[config.mk]
export PLATFORM = sky130hd
export DESIGN_NAME = drp_reg_responder
export DESIGN_NICKNAME = d
export VERILOG_FILES = /design/src/rtl/drp_reg_responder.sv
export SDC_FILE = /design/constraint.sdc
export NUM_CORES = 1
export LEC_CHECK = 0
export ABC_AREA = 0
export BUFFER_PORTS_ARGS = -buffer_cell sky130_fd_sc_hd__buf_2
export CAP_MARGIN = 20
export CORE_MARGIN = 3
export CORE_UTILIZATION = 50
export CTS_CLUSTER_SIZE = 30
export DETAILED_ROUTE_END_ITERATION = 10
export GPL_TIMING_DRIVEN = 1
export PLACE_DENSITY = 0.82
export SLEW_MARGIN = 5
export SYNTH_ARGS = -nofsm -noshare
export SYNTH_HDL_FRONTEND = slang
export SYNTH_SLANG_ARGS = --single-unit
[constraint.sdc]
create_clock -name drp_clk -period 4.2 [get_ports drp_clk]
set_input_delay 0.84 -clock drp_clk [delete_from_list [all_inputs] [get_ports drp_clk]]
set_output_delay 0.84 -clock drp_clk [all_outputs]
set_load 0.02 [all_outputs]
[src/rtl/drp_reg_responder.sv]
// DRP slave exposing NREGS 16-bit registers with a fixed, configurable response latency.
// One transaction is in flight at a time; requests arriving while busy are dropped and counted.
module drp_reg_responder #(
  parameter int         NREGS     = 16,
  parameter logic [8:0] BASE_ADDR = 9'h000,
  parameter int         LATENCY   = 4
) (
  input  logic                 drp_clk,
  input  logic                 rst_n,
  input  logic                 drpen_i,
  input  logic                 drpwe_i,
  input  logic [8:0]           drpaddr_i,
  input  logic [15:0]          drpdi_i,
  output logic                 drprdy_o,
  output logic [15:0]          drpdo_o,
  output logic [NREGS*16-1:0]  regs_o,
  output logic [NREGS-1:0]     wr_strobe_o,
  output logic                 addr_err_o,
  output logic                 busy_o,
  output logic [7:0]           collision_cnt_o
);

  localparam logic [3:0] CNT_INIT = (LATENCY > 1) ? 4'(LATENCY - 2) : 4'd0;

  typedef enum logic [1:0] {IDLE, WAIT, ACK} state_t;

  state_t      state, state_next;
  logic [3:0]  cnt, cnt_next;
  logic        accept, commit;
  logic [8:0]  addr_q;
  logic [15:0] di_q;
  logic        we_q;
  logic [15:0] regs [NREGS];
  logic [7:0]  coll_cnt;

  logic [8:0]  c_addr, c_off, off_q;
  logic [15:0] c_di;
  logic        c_we, hit, ack;

  function automatic logic in_range(input logic [8:0] a);
    logic [8:0] off;
    off = a - BASE_ADDR;
    return (a >= BASE_ADDR) && (off < 9'(NREGS));
  endfunction

  always_comb begin
    state_next = state;
    cnt_next   = cnt;
    accept     = 1'b0;
    commit     = 1'b0;
    case (state)
      IDLE: begin
        if (drpen_i) begin
          accept = 1'b1;
          if (LATENCY == 1) begin
            state_next = ACK;
            commit     = 1'b1;
          end else begin
            state_next = WAIT;
            cnt_next   = CNT_INIT;
          end
        end
      end
      WAIT: begin
        if (cnt == 4'd0) begin
          state_next = ACK;
          commit     = 1'b1;
        end else begin
          cnt_next = cnt - 4'd1;
        end
      end
      ACK:     state_next = IDLE;
      default: state_next = IDLE;
    endcase
  end

  // The register is written on the edge entering ACK; with LATENCY=1 that is
  // the accepting edge itself, so the live inputs must be used instead of the latch.
  assign c_addr = (state == IDLE) ? drpaddr_i : addr_q;
  assign c_di   = (state == IDLE) ? drpdi_i   : di_q;
  assign c_we   = (state == IDLE) ? drpwe_i   : we_q;
  assign c_off  = c_addr - BASE_ADDR;

  always_ff @(posedge drp_clk) begin
    if (!rst_n) begin
      state    <= IDLE;
      cnt      <= 4'd0;
      coll_cnt <= 8'h00;
      for (int i = 0; i < NREGS; i++) regs[i] <= 16'h0000;
    end else begin
      state <= state_next;
      cnt   <= cnt_next;
      if (drpen_i && (state != IDLE) && (coll_cnt != 8'hFF))
        coll_cnt <= coll_cnt + 8'd1;
      if (commit && c_we && in_range(c_addr)) begin
        for (int i = 0; i < NREGS; i++)
          if (c_off == 9'(i)) regs[i] <= c_di;
      end
    end
  end

  always_ff @(posedge drp_clk) begin
    if (accept) begin
      addr_q <= drpaddr_i;
      di_q   <= drpdi_i;
      we_q   <= drpwe_i;
    end
  end

  assign ack             = (state == ACK);
  assign hit             = in_range(addr_q);
  assign off_q           = addr_q - BASE_ADDR;
  assign drprdy_o        = ack;
  assign busy_o          = (state != IDLE);
  assign addr_err_o      = ack && !hit;
  assign collision_cnt_o = coll_cnt;

  always_comb begin
    drpdo_o     = 16'h0000;
    wr_strobe_o = '0;
    if (ack && hit) begin
      for (int i = 0; i < NREGS; i++) begin
        if (off_q == 9'(i)) begin
          if (we_q) wr_strobe_o[i] = 1'b1;
          else      drpdo_o        = regs[i];
        end
      end
    end
  end

  for (genvar g = 0; g < NREGS; g++) begin : g_regs
    assign regs_o[g*16 +: 16] = regs[g];
  end

endmodule

==> results.cfg <==
[setup_path]
path_cells = buf_4, nand4bb_1, o32ai_1, nor2_1, a211oi_1, o21ai_1, buf_2
reg2reg_depth = 7
r2r_start = addr_q[1]$_DFFE_PP_
timing.critical_path.arrival_ps = 3330
crit_path_max_fanout = 44
timing.critical_path.from_type = flip-flop
cpPeakStageDelay_ps = 770
crit_path_top_delay_cell = sky130_fd_sc_hd__a211oi_1
ff2ff_setup_slack_ps = 1040
critical_path.reg2reg.endpoint = regs[0][110]$_SDFFCE_PN0P_
worstSetupEndpointType = output pin
cp_required_ps = 3360
criticalPathCategory = reg -> out

[synthesis]
yosys_warnings = 0
netlist.area_leader.share_pct = 59.9
synth-main-ff-cell = sky130_fd_sc_hd__edfxtp_1
ys_seq_elements = 296
yosysMostFrequentCell = sky130_fd_sc_hd__edfxtp_1
synth_edf_count = 282
synth.top_cells.by_count = sky130_fd_sc_hd__edfxtp_1, sky130_fd_sc_hd__nor2_1, sky130_fd_sc_hd__nand2_1, sky130_fd_sc_hd__o21ai_0, sky130_fd_sc_hd__buf_2
cells_after_synthesis = 1232
synth_top_cell_by_area = sky130_fd_sc_hd__edfxtp_1
synth_area_per_cell_sq_um = 11.5
syn-cell-area_sq_um = 14100
synth_seq_area_share_pct = 61.8
synth_async_sr_flop_share_pct = 0
nets_in_the_synthesized_netlist = 1263
ys_top_cells_by_area = sky130_fd_sc_hd__edfxtp_1, sky130_fd_sc_hd__nor2_1, sky130_fd_sc_hd__o21ai_0
yosysUniqueCellTypes = 82

[timing]
timing.final.crit_period_ps = 4170
fin_worst_skew_ps = 14.7
timing.slew.headroom_pct = 39.9
slew_viol_final = 0
rsz_0062_raised_after_global_routing = false
tightest_slew_ps = 896
min_period_over_period_pct = 99.3
total_negative_slack_for_setup_checks_ps = 0
report.final.hold_viol_count = 0
max_freq_ghz = 0.240
finalSetupViolCount = 0

[global_route]
antenna_violations_before_repair = 1
grt_util_all_layers_pct = 35.0
grt_max_degree = 58
grt_first_pass_wirelength_um = 79500
grt.overflow.total = 0
first_global_vias = 12200

[clocking]
cts.sink_count = 296
cts-htree-levels = 1
numCtsBuffers = 30
cts_hold_repair.buffers = 0
clk_root_buffer_cell = sky130_fd_sc_hd__clkbuf_16
clockBufferDepth = 3
clk_pin_slew_worst_paths_ps = 60
clock_insertion_delay_worst_skew_ps = 570
tritoncts = built

[cells_and_area]
areaGrowthSynthToFinish_pct = 22.3
antennaDiodeCount = 0
fill_cells = 2121
finalNonFillerCells = 1958
finalNetCount = 1593
share_of_layout_cells_above_drive_strength_1_pct = 32.5
finish.utilization_pct = 63.1

[floorplan]
die_area_sq_um = 30300
initial_core_util_pct = 51.6
ioPinCount = 328
dieHeight_um = 174
die_wd_um = 174
core_box_area_sq_um = 27400
rows = 60

[route]
route.detailed.wl_per_inst_um = 28.0
route.detailed.vias_per_inst = 6.40
vias_after_detailed_routing = 12500
detail_route.drc_violations = 0
detail-route-antenna-nets = 0
drt_pre_antenna_iters = 6
drt_iter0_markers = 1984
routed_wl_um = 54900

[power]
leakage_nw = 6.98
vdd.ir_drop.worst_mv = 0.332
power-per-cell-area_nw_per_um2 = 454
total_power_mw = 7.84

[placement]
place_congestion = 1.04
dp_hpwl_um = 40600
io_buffer_count = 327
dp_cells = 1895

[hold_path]
worstHoldStart = drpaddr_i[5]
min_to = addr_q[5]$_DFFE_PP_
holdCritPathClass = in -> reg
timing.hold.worst_path_depth = 1

[status]
run_status = finished, final reports clean

[flow_run]
timing.max_cap.violations = 0
[repair_timing]
item                                    4_1_cts  5_1_grt
gates resized for setup                       1        4
buffers inserted                              0        7
pin swaps                                     0        1
endpoints found under the setup margin        1        7
[area by class of cell]
class	instances	area [sq um]	share of cell area, %
clock buffer	34	787	4.55
inverter	32	120	0.695
timing repair buffer	392	2150	12.5
multi-input combinational	810	4820	27.9
tap	372	465	2.69
clock inverter	22	196	1.14
sequential	296	8750	50.6
[state kept, by name, summed over array words and instances, names as in the netlist]
name and count:
state 2, regs 256, di_q 16, we_q 1
collision_cnt_o 8, cnt 4, addr_q 9
[critical path: cells and delay by family (launching register included)]
family	cells	cell delay [ps]
flip-flops	1	410
AO/OA/AOI/OAI	3	1200
AND/OR/NAND/NOR	2	460
buffers and inverters	2	680
[placed cells by master, fill, tap and decap left out, types with 7 or more instances in the layout]
| cell type | synthesis | routed |
|---|---|---|
| sky130_fd_sc_hd__nor2_2 | 12 | 12 |
| sky130_fd_sc_hd__nand3_1 | 18 | 18 |
| sky130_fd_sc_hd__inv_1 | 32 | 32 |
| sky130_fd_sc_hd__clkbuf_16 | 0 | 31 |
| sky130_fd_sc_hd__mux2_2 | 16 | 16 |
| sky130_fd_sc_hd__edfxtp_1 | 282 | 282 |
| sky130_fd_sc_hd__a21oi_1 | 33 | 33 |
| sky130_fd_sc_hd__o21ai_0 | 88 | 82 |
| sky130_fd_sc_hd__nor3_1 | 19 | 18 |
| sky130_fd_sc_hd__nor2_1 | 222 | 222 |
| sky130_fd_sc_hd__o21ai_1 | 6 | 12 |
| sky130_fd_sc_hd__buf_4 | 6 | 62 |
| sky130_fd_sc_hd__clkinv_2 | 0 | 9 |
| sky130_fd_sc_hd__dfxtp_1 | 14 | 14 |
| sky130_fd_sc_hd__a211oi_1 | 21 | 21 |
| sky130_fd_sc_hd__o21a_1 | 7 | 7 |
| sky130_fd_sc_hd__and2_1 | 11 | 11 |
| sky130_fd_sc_hd__nand2_1 | 110 | 110 |
| sky130_fd_sc_hd__buf_2 | 41 | 327 |
| sky130_fd_sc_hd__o211ai_1 | 10 | 10 |
| sky130_fd_sc_hd__a2bb2oi_1 | 8 | 8 |
| sky130_fd_sc_hd__o22ai_1 | 8 | 8 |
| sky130_fd_sc_hd__or3_1 | 8 | 8 |
| sky130_fd_sc_hd__nand2b_1 | 12 | 12 |
| sky130_fd_sc_hd__o32ai_1 | 7 | 7 |
| sky130_fd_sc_hd__a221oi_1 | 7 | 7 |
| sky130_fd_sc_hd__o221a_2 | 10 | 10 |
| sky130_fd_sc_hd__nor2b_1 | 14 | 14 |
| sky130_fd_sc_hd__mux2i_1 | 17 | 17 |
[worst max path at each step]
stage          slack (ps)                     to                start
4_1_cts                 5            drpdo_o[10]  addr_q[1]$_DFFE_PP_
3_3_place_gp          530             drpdo_o[7]  addr_q[2]$_DFFE_PP_
2_1_floorplan         930  regs[1][80]$_DFFE_PP_         drpaddr_i[1]
3_5_place_dp          560             drpdo_o[7]  addr_q[2]$_DFFE_PP_
6_report               30            drpdo_o[11]  addr_q[0]$_DFFE_PP_
5_1_grt                30             drpdo_o[3]  addr_q[1]$_DFFE_PP_
[metal layers]
| metal | routed length, um | global-route usage [%] |
|---|---|---|
| met5 | 13 | 0 |
| met4 | 3030 | 16.1 |
| met3 | 7840 | 9.98 |
| met2 | 24800 | 54.9 |
| met1 | 19200 | 45.3 |
[logic make-up (layout without fill, tap and decap cells)]
kind of cell / count (synthesis) / count (layout) / share of synthesized area (%)
and+or+nand+nor: 491 / 491 / 16.9
DFF: 296 / 296 / 61.8
AOI/OAI and AO/OA: 268 / 268 / 12.9
buffers and inverters: 126 / 480 / 4.18
muxes: 39 / 39 / 3.43
xor gates and xnor gates: 10 / 10 / 0.619
adders and majority gates: 2 / 2 / 0.177
[report_power, final]
| group | switching [mW] | total [mW] | internal (mW) |
|---|---|---|---|
| Clock | 1.16 | 2.69 | 1.53 |
| Sequential | 0.174 | 3.66 | 3.49 |
| Combinational | 1.07 | 1.49 | 0.426 |
| Total | 2.40 | 7.84 | 5.44 |
[per-stage QoR]
| step | hold WS (ps) | setup slack (ps) | instance area (sq um) |
|---|---|---|---|
| final | 461 | 31.2 | 17300 |
| after global routing | 450 | 27.3 | 17300 |
| after CTS | 447 | 4.99 | 17200 |
| after detailed placement | 499 | 557 | 16200 |
| after global placement | 485 | 532 | 16200 |
| after floorplan | 472 | 932 | 14100 |
Power figures use the tool's default switching activity.
